<file path="config.mk">
export PLATFORM = sky130hd
export DESIGN_NAME = cla_pipe_adder64
export DESIGN_NICKNAME = d
export VERILOG_FILES = /design/src/rtl/cla_pipe_adder64.sv
export SDC_FILE = /design/constraint.sdc
export NUM_CORES = 1
export LEC_CHECK = 0
export ABC_AREA = 0
export CELL_PAD_IN_SITES_DETAIL_PLACEMENT = 1
export CELL_PAD_IN_SITES_GLOBAL_PLACEMENT = 1
export CORE_UTILIZATION = 41
export DETAILED_ROUTE_END_ITERATION = 8
export PLACE_DENSITY_LB_ADDON = 0.1
export SLEW_MARGIN = 20
export SYNTH_ARGS = -nofsm -noshare
export SYNTH_HDL_FRONTEND = slang
export SYNTH_HIERARCHICAL = 1
export SYNTH_SLANG_ARGS = --single-unit
</file>
<file path="constraint.sdc">
create_clock -name clk -period 3.6 [get_ports clk]
set_input_delay 1.08 -clock clk [delete_from_list [all_inputs] [get_ports clk]]
set_output_delay 1.08 -clock clk [all_outputs]
set_load 0.01 [all_outputs]
</file>
<file path="src/rtl/cla_pipe_adder64.sv">
// cla_pipe_adder64 -- two-stage pipelined wide adder built from 16-bit
// carry-lookahead slices.
//   Stage 1 adds the low WIDTH/2 bits and registers the carry into the high half
//   together with the high operand halves. Stage 2 adds the high half and
//   registers the full result, carry out, signed overflow and all-propagate flag.
// Ports:
//   clk, rst_n             clock, asynchronous active-low reset
//   in_valid/in_ready      operand handshake (in_ready is combinational)
//   in_a, in_b, in_cin     operands and carry in
//   out_valid/out_ready    result handshake
//   out_sum, out_cout      (a+b+cin) mod 2^WIDTH and unsigned carry out
//   out_ovf, out_pm        signed overflow and "every bit propagates" flag
// Also contains carry_ahead_adder16, the 16-bit slice used by both stages.

// carry_ahead_adder16 -- 16-bit two-level carry-lookahead adder.
// Ports: a, b, cin in; sum, cout, group generate Gm, group propagate Pm out.
module carry_ahead_adder16 (
   input  logic [15:0] a,
   input  logic [15:0] b,
   input  logic        cin,
   output logic [15:0] sum,
   output logic        cout,
   output logic        Gm,
   output logic        Pm
);
   logic [15:0] g_s;
   logic [15:0] p_s;
   logic [15:0] c_s;
   logic [3:0]  gg_s;
   logic [3:0]  gp_s;
   logic [3:0]  gc_s;

   assign g_s = a & b;
   assign p_s = a ^ b;

   // Generate/propagate of each 4-bit group.
   always_comb begin
      gg_s = 4'b0000;
      gp_s = 4'b0000;
      for (int k = 0; k < 4; k++) begin
         gg_s[k] = g_s[4*k+3]
                 | (p_s[4*k+3] & g_s[4*k+2])
                 | (p_s[4*k+3] & p_s[4*k+2] & g_s[4*k+1])
                 | ((&p_s[4*k+1 +: 3]) & g_s[4*k]);
         gp_s[k] = &p_s[4*k +: 4];
      end
   end

   // Second lookahead level: carries into each group straight from cin.
   assign gc_s[0] = cin;
   assign gc_s[1] = gg_s[0] | (gp_s[0] & cin);
   assign gc_s[2] = gg_s[1] | (gp_s[1] & gg_s[0]) | (gp_s[1] & gp_s[0] & cin);
   assign gc_s[3] = gg_s[2] | (gp_s[2] & gg_s[1]) | (gp_s[2] & gp_s[1] & gg_s[0])
                  | (gp_s[2] & gp_s[1] & gp_s[0] & cin);

   assign Gm   = gg_s[3] | (gp_s[3] & gg_s[2]) | (gp_s[3] & gp_s[2] & gg_s[1])
               | (gp_s[3] & gp_s[2] & gp_s[1] & gg_s[0]);
   assign Pm   = &gp_s;
   assign cout = Gm | (Pm & cin);

   // Bit carries inside each group, expanded from the group carry in.
   always_comb begin
      c_s = 16'h0000;
      for (int k = 0; k < 4; k++) begin
         c_s[4*k]   = gc_s[k];
         c_s[4*k+1] = g_s[4*k] | (p_s[4*k] & gc_s[k]);
         c_s[4*k+2] = g_s[4*k+1] | (p_s[4*k+1] & g_s[4*k])
                    | (p_s[4*k+1] & p_s[4*k] & gc_s[k]);
         c_s[4*k+3] = g_s[4*k+2] | (p_s[4*k+2] & g_s[4*k+1])
                    | (p_s[4*k+2] & p_s[4*k+1] & g_s[4*k])
                    | (p_s[4*k+2] & p_s[4*k+1] & p_s[4*k] & gc_s[k]);
      end
   end

   assign sum = p_s ^ c_s;
endmodule

module cla_pipe_adder64 #(
   parameter int WIDTH = 64
) (
   input  logic             clk,
   input  logic             rst_n,
   input  logic             in_valid,
   output logic             in_ready,
   input  logic [WIDTH-1:0] in_a,
   input  logic [WIDTH-1:0] in_b,
   input  logic             in_cin,
   output logic             out_valid,
   input  logic             out_ready,
   output logic [WIDTH-1:0] out_sum,
   output logic             out_cout,
   output logic             out_ovf,
   output logic             out_pm
);
   localparam int HALF = WIDTH / 2;
   localparam int NS   = WIDTH / 32;

   logic            s1_valid_r;
   logic            s2_valid_r;
   logic [HALF-1:0] lo_sum_r;
   logic [HALF-1:0] a_hi_r;
   logic [HALF-1:0] b_hi_r;
   logic            c_mid_r;
   logic            pm_lo_r;
   logic [WIDTH-1:0] sum_r;
   logic            cout_r;
   logic            ovf_r;
   logic            pm_r;

   logic            s1_ready_s;
   logic            in_load_s;
   logic            s1_adv_s;
   logic            out_xfer_s;
   logic [HALF-1:0] lo_sum_s;
   logic [HALF-1:0] hi_sum_s;
   logic [NS:0]     c1_s;
   logic [NS:0]     c2_s;
   logic [NS-1:0]   pm1_s;
   logic [NS-1:0]   pm2_s;
   logic [NS-1:0]   gm1_unused_s;
   logic [NS-1:0]   gm2_unused_s;
   logic            c_msb_s;

   // Handshake: no skid buffer, so readiness ripples back combinationally.
   assign s1_ready_s = !s2_valid_r || out_ready;
   assign in_ready   = rst_n && (!s1_valid_r || s1_ready_s);
   assign in_load_s  = in_valid && in_ready;
   assign s1_adv_s   = s1_valid_r && s1_ready_s;
   assign out_xfer_s = s2_valid_r && out_ready;

   assign c1_s[0] = in_cin;
   assign c2_s[0] = c_mid_r;

   for (genvar i = 0; i < NS; i++) begin : g_slice
      carry_ahead_adder16 u_lo (
         .a    (in_a[16*i +: 16]),
         .b    (in_b[16*i +: 16]),
         .cin  (c1_s[i]),
         .sum  (lo_sum_s[16*i +: 16]),
         .cout (c1_s[i+1]),
         .Gm   (gm1_unused_s[i]),
         .Pm   (pm1_s[i])
      );
      carry_ahead_adder16 u_hi (
         .a    (a_hi_r[16*i +: 16]),
         .b    (b_hi_r[16*i +: 16]),
         .cin  (c2_s[i]),
         .sum  (hi_sum_s[16*i +: 16]),
         .cout (c2_s[i+1]),
         .Gm   (gm2_unused_s[i]),
         .Pm   (pm2_s[i])
      );
   end

   // Carry into the MSB recovered from the MSB sum bit and its operands.
   assign c_msb_s = hi_sum_s[HALF-1] ^ a_hi_r[HALF-1] ^ b_hi_r[HALF-1];

   // Pipeline valid flags.
   always_ff @(posedge clk or negedge rst_n) begin
      if (!rst_n) begin
         s1_valid_r <= 1'b0;
         s2_valid_r <= 1'b0;
      end else begin
         if (in_load_s) begin
            s1_valid_r <= 1'b1;
         end else if (s1_adv_s) begin
            s1_valid_r <= 1'b0;
         end
         if (s1_adv_s) begin
            s2_valid_r <= 1'b1;
         end else if (out_xfer_s) begin
            s2_valid_r <= 1'b0;
         end
      end
   end

   // Stage 1 data: low-half result, mid carry and raw high operands.
   always_ff @(posedge clk or negedge rst_n) begin
      if (!rst_n) begin
         lo_sum_r <= {HALF{1'b0}};
         a_hi_r   <= {HALF{1'b0}};
         b_hi_r   <= {HALF{1'b0}};
         c_mid_r  <= 1'b0;
         pm_lo_r  <= 1'b0;
      end else if (in_load_s) begin
         lo_sum_r <= lo_sum_s;
         a_hi_r   <= in_a[WIDTH-1:HALF];
         b_hi_r   <= in_b[WIDTH-1:HALF];
         c_mid_r  <= c1_s[NS];
         pm_lo_r  <= &pm1_s;
      end
   end

   // Stage 2 data: full result, held while the consumer stalls.
   always_ff @(posedge clk or negedge rst_n) begin
      if (!rst_n) begin
         sum_r  <= {WIDTH{1'b0}};
         cout_r <= 1'b0;
         ovf_r  <= 1'b0;
         pm_r   <= 1'b0;
      end else if (s1_adv_s) begin
         sum_r  <= {hi_sum_s, lo_sum_r};
         cout_r <= c2_s[NS];
         ovf_r  <= c_msb_s ^ c2_s[NS];
         pm_r   <= pm_lo_r & (&pm2_s);
      end
   end

   assign out_valid = s2_valid_r;
   assign out_sum   = sum_r;
   assign out_cout  = cout_r;
   assign out_ovf   = ovf_r;
   assign out_pm    = pm_r;
endmodule

</file>
==> run metrics, run 1 <==
status=complete, no violations; Slew HR=0.4661; DRC violations left=0; area grow syn2layout=39.23%; initial antenna violation count=0; Post-Layout Cell Count=1328; Worst setup EP type=flip-flop; Final period util=0.9867; Worst Tran Pin Value=around 0.80 ns; first-pass GRT wire length=approximately 42 mm; GRT Util Overall=0.2282; fmax=281.5 MHz; clk root buf=clkbuf_16; htree depth=4; Initial Utilization=0.4242; critical-path cell list=clkdlybuf4s15_1, ha_4, a21o_1, a21oi_2, nand2b_1, a221oi_2, o21ai_2, nand2_2, o221a_4, o21bai_4, a21oi_4, inv_2, fa_2, xor2_1, mux2_4; Worst-path clk slew=approximately 0.06 ns; antenna viol nets, final=0; Overflow after GRT=0; vias in the first global route=7916; vias per cell=5.278; worst-skew pair later-pin latency=roughly 0.42 ns; Setup Viol. Count Final=0; CP peak stage delay=~0.38 ns; pwr/cell area=621.5 nW/um^2; Hold/Removal Path Class=flip-flop to flip-flop; die width=153.2 um; layout cells sized above 1=0.3302; Nets=1248; mean area per synthesized cell=12.46 um^2; Worst Path Max Fanout=2; io pins=around 200; final clock skew=0.01098 ns; largest net degree at the start of global routing=84; Final Slew Violations=0; syn nets=965; wl on met1=10.52 mm; CTS Buf Count=17; wire length on met2=~14 mm; met3 wire length=1.112 mm; fin util=0.5907; Die H=153.2 um; fillers=2226; port bufs=201; Setup Crit Path Kind=input port to flip-flop; Max IR drop VDD=0.2958 mV; Placed Cells=1272; maximum capacitance violations=0; WP data arrival=3.86 ns; initial DRC count=110; FF+latch area=~4200 um^2; mapped cell area=9373 um^2; Pleak=around 5.7 nW; floorplan die area=23470 um^2; worst setup margin=between 0.04 and 0.05 ns; DR pass1 iterations=4; max layer used=met4; Final min period=3.552 ns; CTS tree=done; Post-Place Setup Slack=-0.8472 ns; total power=8.110 mW; Multi-input gate area=about 5300 um^2; Longest Clk Path Bufs=2; CP Launch Type=input port; final hold violations=0; post-DR wirelength/cell=19.54 um; critical path's slowest cell=fa_2; cell count after synthesis=752; Core Footprint=22090 um^2; dpl hpwl=18.87 mm; Required @ worst endpoint=3.90 ns; Yosys Warn Count=6; clk sinks=about 170; Vias=7009; commonest non-fill, non-tap cell in the layout=clkdlybuf4s50_1; # rows=54; GP Congestion=0.8531; highest-count cells in the layout ignoring fill and taps=clkdlybuf4s50_1 (172), dfrtp_1 (167), mux2_2 (143), buf_4 (81), ha_1 (49); DRT Wirelength=about 26 mm; # diodes=0
==> per-layer routing <==
metal  GRT usage  up-vias
met1      0.2708     3512
li1            -     3277
met3     0.04338       37
met4     0.06878        0
met5           0        -
met2      0.4157      183
==> flip-flops by register name, summed over array words and instances, names as in the netlist, 32 cells and up <==
signal	flops
b_hi_r	32
a_hi_r	32
lo_sum_r	32
out_sum	64
==> per-stage QoR <==
step | instance area, um^2 | TNS (ns) | hold WS, ns
finish | 13050 | 0 | 0.5033
global route | 13050 | -0.06251 | 0.5210
CTS | 12990 | 0 | 0.5066
detailed placement | 12160 | -9.702 | 0.4922
global placement | 12160 | -7.243 | 0.4857
floorplan | 9455 | -0.2299 | 0.4569
==> critical path, delay by kind of cell <==
family                     cells  cell delay [ns]
and+or+nand+nor                2             0.20
muxes                          1             0.27
buffers and inverters          2             0.30
AOI/OAI and AO/OA              7             1.25
xor gates and xnor gates       1             0.17
adders and majority gates      2             0.59
==> path summary, 6_finish.rpt <==
kind                                 to  depth (start not counted)        start  slack, ns
setup / recovery           lo_sum_r[29]                         15     in_b[12]       0.05
hold / removal              out_sum[33]                          1  out_sum[33]       0.50
setup reg to reg            out_sum[61]                         15    a_hi_r[3]       0.23
hold reg to reg             out_sum[33]                          1  out_sum[33]       0.50
max in group asynchronous      out_cout                          3        rst_n       1.60
min in group asynchronous    b_hi_r[20]                          2        rst_n       0.80
==> where the power goes <==
part,internal (mW),switching [mW],total [mW]
clock network,1.05,0.793,1.84
logic,1.95,1.44,3.39
registers,2.50,0.383,2.88
==> repair_timing <==
action	CTS	global route
setup buffers	16	8
gates resized for setup	51	51
pin swaps	7	20
setup endpoints to repair	10	12
hold buffers	0	0
endpoints found under the hold margin	0	0
==> layout make-up <==
type / instances / area share
multi-input cells: 534 / 0.4023
flip-flops and latches: 167 / 0.3202
repair buffers: 285 / 0.1969
clock buffers: 19 / 0.03394
well taps: 280 / 0.02685
clock inverters: 13 / 0.01112
inverters: 30 / 0.008629
Power figures use the tool's default switching activity.
==> inputs of run 2 (changes only) <==
Settings changed: CTS_CLUSTER_DIAMETER set to 40.
==> results of run 2 <==
The final DEF is identical to that of run 1; final timing and power are the same.
==> inputs of run 3 (changes only) <==
Settings changed: GPL_TIMING_DRIVEN set to 0.
==> run 3 against run 2 <==
Net effect:
- first-iteration DRC count up 40%
- non-clock buffer count is 24 lower
- sequential power hardly changed
- power fell by 2.7%
- sequential share of layout area is 0.51 points higher
- sequential cell count did not move
- maximum frequency rose by 1.0%
- register-to-register slack worse by 0.06 ns
- final area shrank 1.6%
- clock-buffer cell count grew 1
- critical endpoint is now lo_sum_r[28]
- largest power group unchanged
- highest routed layer unchanged
==> run metrics, run 3 (same netlist as run 1, synthesis figures left out) <==
clk root buf=clkbuf_16; design area=12840 um^2 (-1.6%); maximum capacitance violations=0 (unchanged); vias per cell=5.245 (-0.63%); worst-skew pair later-pin latency=0.43 ns (about the same); Vias=6839 (-2.4%); Hold/Removal Path Class=flip-flop to flip-flop; crit path from=in_a[4]; max reg flops=64 (unchanged); # rows=54 (unchanged); total power=7.888 mW (-2.7%); Pleak=5.557 nW (-1.8%); final clock skew=0.01059 ns (-0.0003948 ns); Worst Tran Pin Value=0.6068 ns (-0.1940 ns); io pins=202 (unchanged); fmax=284.4 MHz (+1.0%); initial antenna violation count=0 (unchanged); initial DRC count=154 (+40%); port bufs=201 (unchanged); Clk pwr share=0.221 (-0.006); Final min period=3.516 ns (-0.03628 ns); Placed Instance Area=11850 um^2 (-2.5%); area grow syn2layout=37.03%; register share of total power=0.362 (+0.007); Nets=1224 (-1.9%); Worst Reg2Reg Path Length in Cells=15 (unchanged); Longest Clk Path Bufs=2 (unchanged); Final Slew Violations=0 (unchanged); highest-count cells in the layout ignoring fill and taps=clkdlybuf4s50_1 (172), dfrtp_1 (167), mux2_2 (143), ha_1 (50), buf_4 (40); Worst Path Max Fanout=2 (unchanged); FF+latch area=4179 um^2 (unchanged); commonest non-fill, non-tap cell in the layout=clkdlybuf4s50_1; r2r endpoint=out_sum[61]; Initial Utilization=0.4242 (unchanged); htree depth=4 (unchanged); floorplan die area=23470 um^2 (unchanged); WP buf/inv=2 (unchanged); Worst-path clk slew=0.07 ns (about the same); Hold Path Stages=1 (unchanged); CTS Buf Count=17 (unchanged); final hold violations=0 (unchanged); CTS tree=done; Worst setup EP type=flip-flop; R2R Setup Slk=0.17 ns (-0.06 ns); antenna viol nets, final=0 (unchanged); Final period util=0.9767 (-0.01008); Max IR drop VDD=0.3392 mV (+15%); # diodes=0 (unchanged); Core Footprint=22090 um^2 (unchanged); Die H=153.2 um (unchanged); layout cells sized above 1=0.2988 (-0.03132); DRT Wirelength=23.50 mm (-9.5%); status=complete, no violations; CP Launch Type=input port; CP peak stage delay=0.43 ns (+0.05 ns); vias in the first global route=7387 (-6.7%); Setup Viol. Count Final=0 (unchanged); Hold Path Origin=lo_sum_r[19]; GRT Util Overall=0.2114 (-0.01686); pwr/cell area=614.2 nW/um^2 (-1.2%); Required @ worst endpoint=3.92 ns (+0.02 ns); NetSw=2.557 mW (-2.2%); Slew HR=0.5955 (+0.1294); Worst Hold Endpoint=out_sum[19]; fillers=2285 (+2.7%); top cell family by delay on the critical path=simple AND/OR/NAND/NOR gates; DR pass1 iterations=4 (unchanged); largest net degree at the start of global routing=94 (+12%); critical path's slowest cell=fa_2; dpl hpwl=16.71 mm (-11%); r2r startpoint=a_hi_r[1]; combinational share of power=0.417 (about the same); Switching Fraction=0.3241 (+0.001906); WP data arrival=3.83 ns (-0.03 ns); Multi-input gate area=5220 um^2 (-0.57%); Overflow after GRT=0 (unchanged); GP Congestion=0.8094 (-5.1%); clk sinks=167 (unchanged); post-DR wirelength/cell=18.02 um (-7.8%); first-pass GRT wire length=38.88 mm (-6.6%); DRC violations left=0 (unchanged); internal power=5.332 mW (-3.0%); critical-path cell list=dlygate4sd2_1, ha_4, nand4_1, or3_4, nor3_4, a221oi_2, o21ai_2, nand2_1, o221a_4, o21bai_4, a21oi_4, inv_2, fa_2, mux2_4; Setup Crit Path Kind=input port to flip-flop; die width=153.2 um (unchanged)
## run 3: cell count changes in the layout (fill, tap and decap cells not counted), sizes merged
cell / before / now
buf: 85 / 61
dlygate4sd2: 6 / 24
clkbuf: 38 / 23
clkdlybuf4s15: 3 / 1
bufinv: 2 / 0
clkinvlp: 3 / 4
## run 3: cell type report
cell class              instances  share of cell area
well taps                     280             0.02728
flip-flops and latches        167              0.3254
clock inverters                12            0.007209
multi-input cells             534              0.4064
clock buffers                  20             0.03556
repair buffers                240              0.1782
plain buffers                  21             0.01120
inverters                      30            0.008768
## run 3: repair_timing
action	CTS	global route
hold buffers	0	0
setup buffers	31	7
endpoints found under the hold margin	0	0
pin swaps	21	18
gates resized for setup	54	16
setup endpoints to repair	15	8
## run 3: how the worst max path moves through the flow
stage,endpoint,slack (ns),depth (start not counted)
floorplan,lo_sum_r[29],-0.13,15
global placement,in_ready,-6.01,3
detailed placement,lo_sum_r[28],-1.06,14
CTS,lo_sum_r[28],-0.02,14
global route,lo_sum_r[29],-0.04,14
finish,lo_sum_r[28],0.08,14
## run 3: metrics by stage
step	instances	hold WS, ns	setup slack (ns)	util	TNS (ns)
finish	1304	0.5005	0.08405	0.5813	0
floorplan	752	0.4569	-0.1275	-	-0.2299
global route	1304	0.5158	-0.04350	0.5813	-0.1137
detailed placement	1234	0.4898	-1.063	0.5364	-10.85
global placement	1233	0.4660	-6.006	0.5349	-1541.52
CTS	1297	0.5050	-0.02171	0.5774	-0.02171
## run 3: worst register-to-register path, delay by kind of cell (launching register included)
kind                     cells  cell delay, ns
AO/OA/AOI/OAI                8            1.53
flip-flops                   1            0.38
XOR/XNOR                     1            0.17
buffers and inverters        2            0.18
multiplexers                 1            0.26
AND/OR/NAND/NOR              1            0.07
adder cells (fa/ha/maj)      2            0.73
## run 3: per-layer routing
layer,share of wire,vias to the layer above,track usage
met1,0.43,3429,0.2613
met2,0.49,145,0.3570
met3,0.056,33,0.05699
met4,0.021,0,0.06975
li1,-,3232,-
met5,0,-,0
## run 3: power by group through the flow
stage	combinational, mW	clock [mW]	sequential [mW]
4_1_cts	3.29	1.79	2.86
3_5_place_dp	3.21	0	2.88
6_report	3.29	1.74	2.85
3_3_place_gp	3.13	0	2.87
2_1_floorplan	1.68	0	2.99
5_1_grt	3.59	1.85	2.95
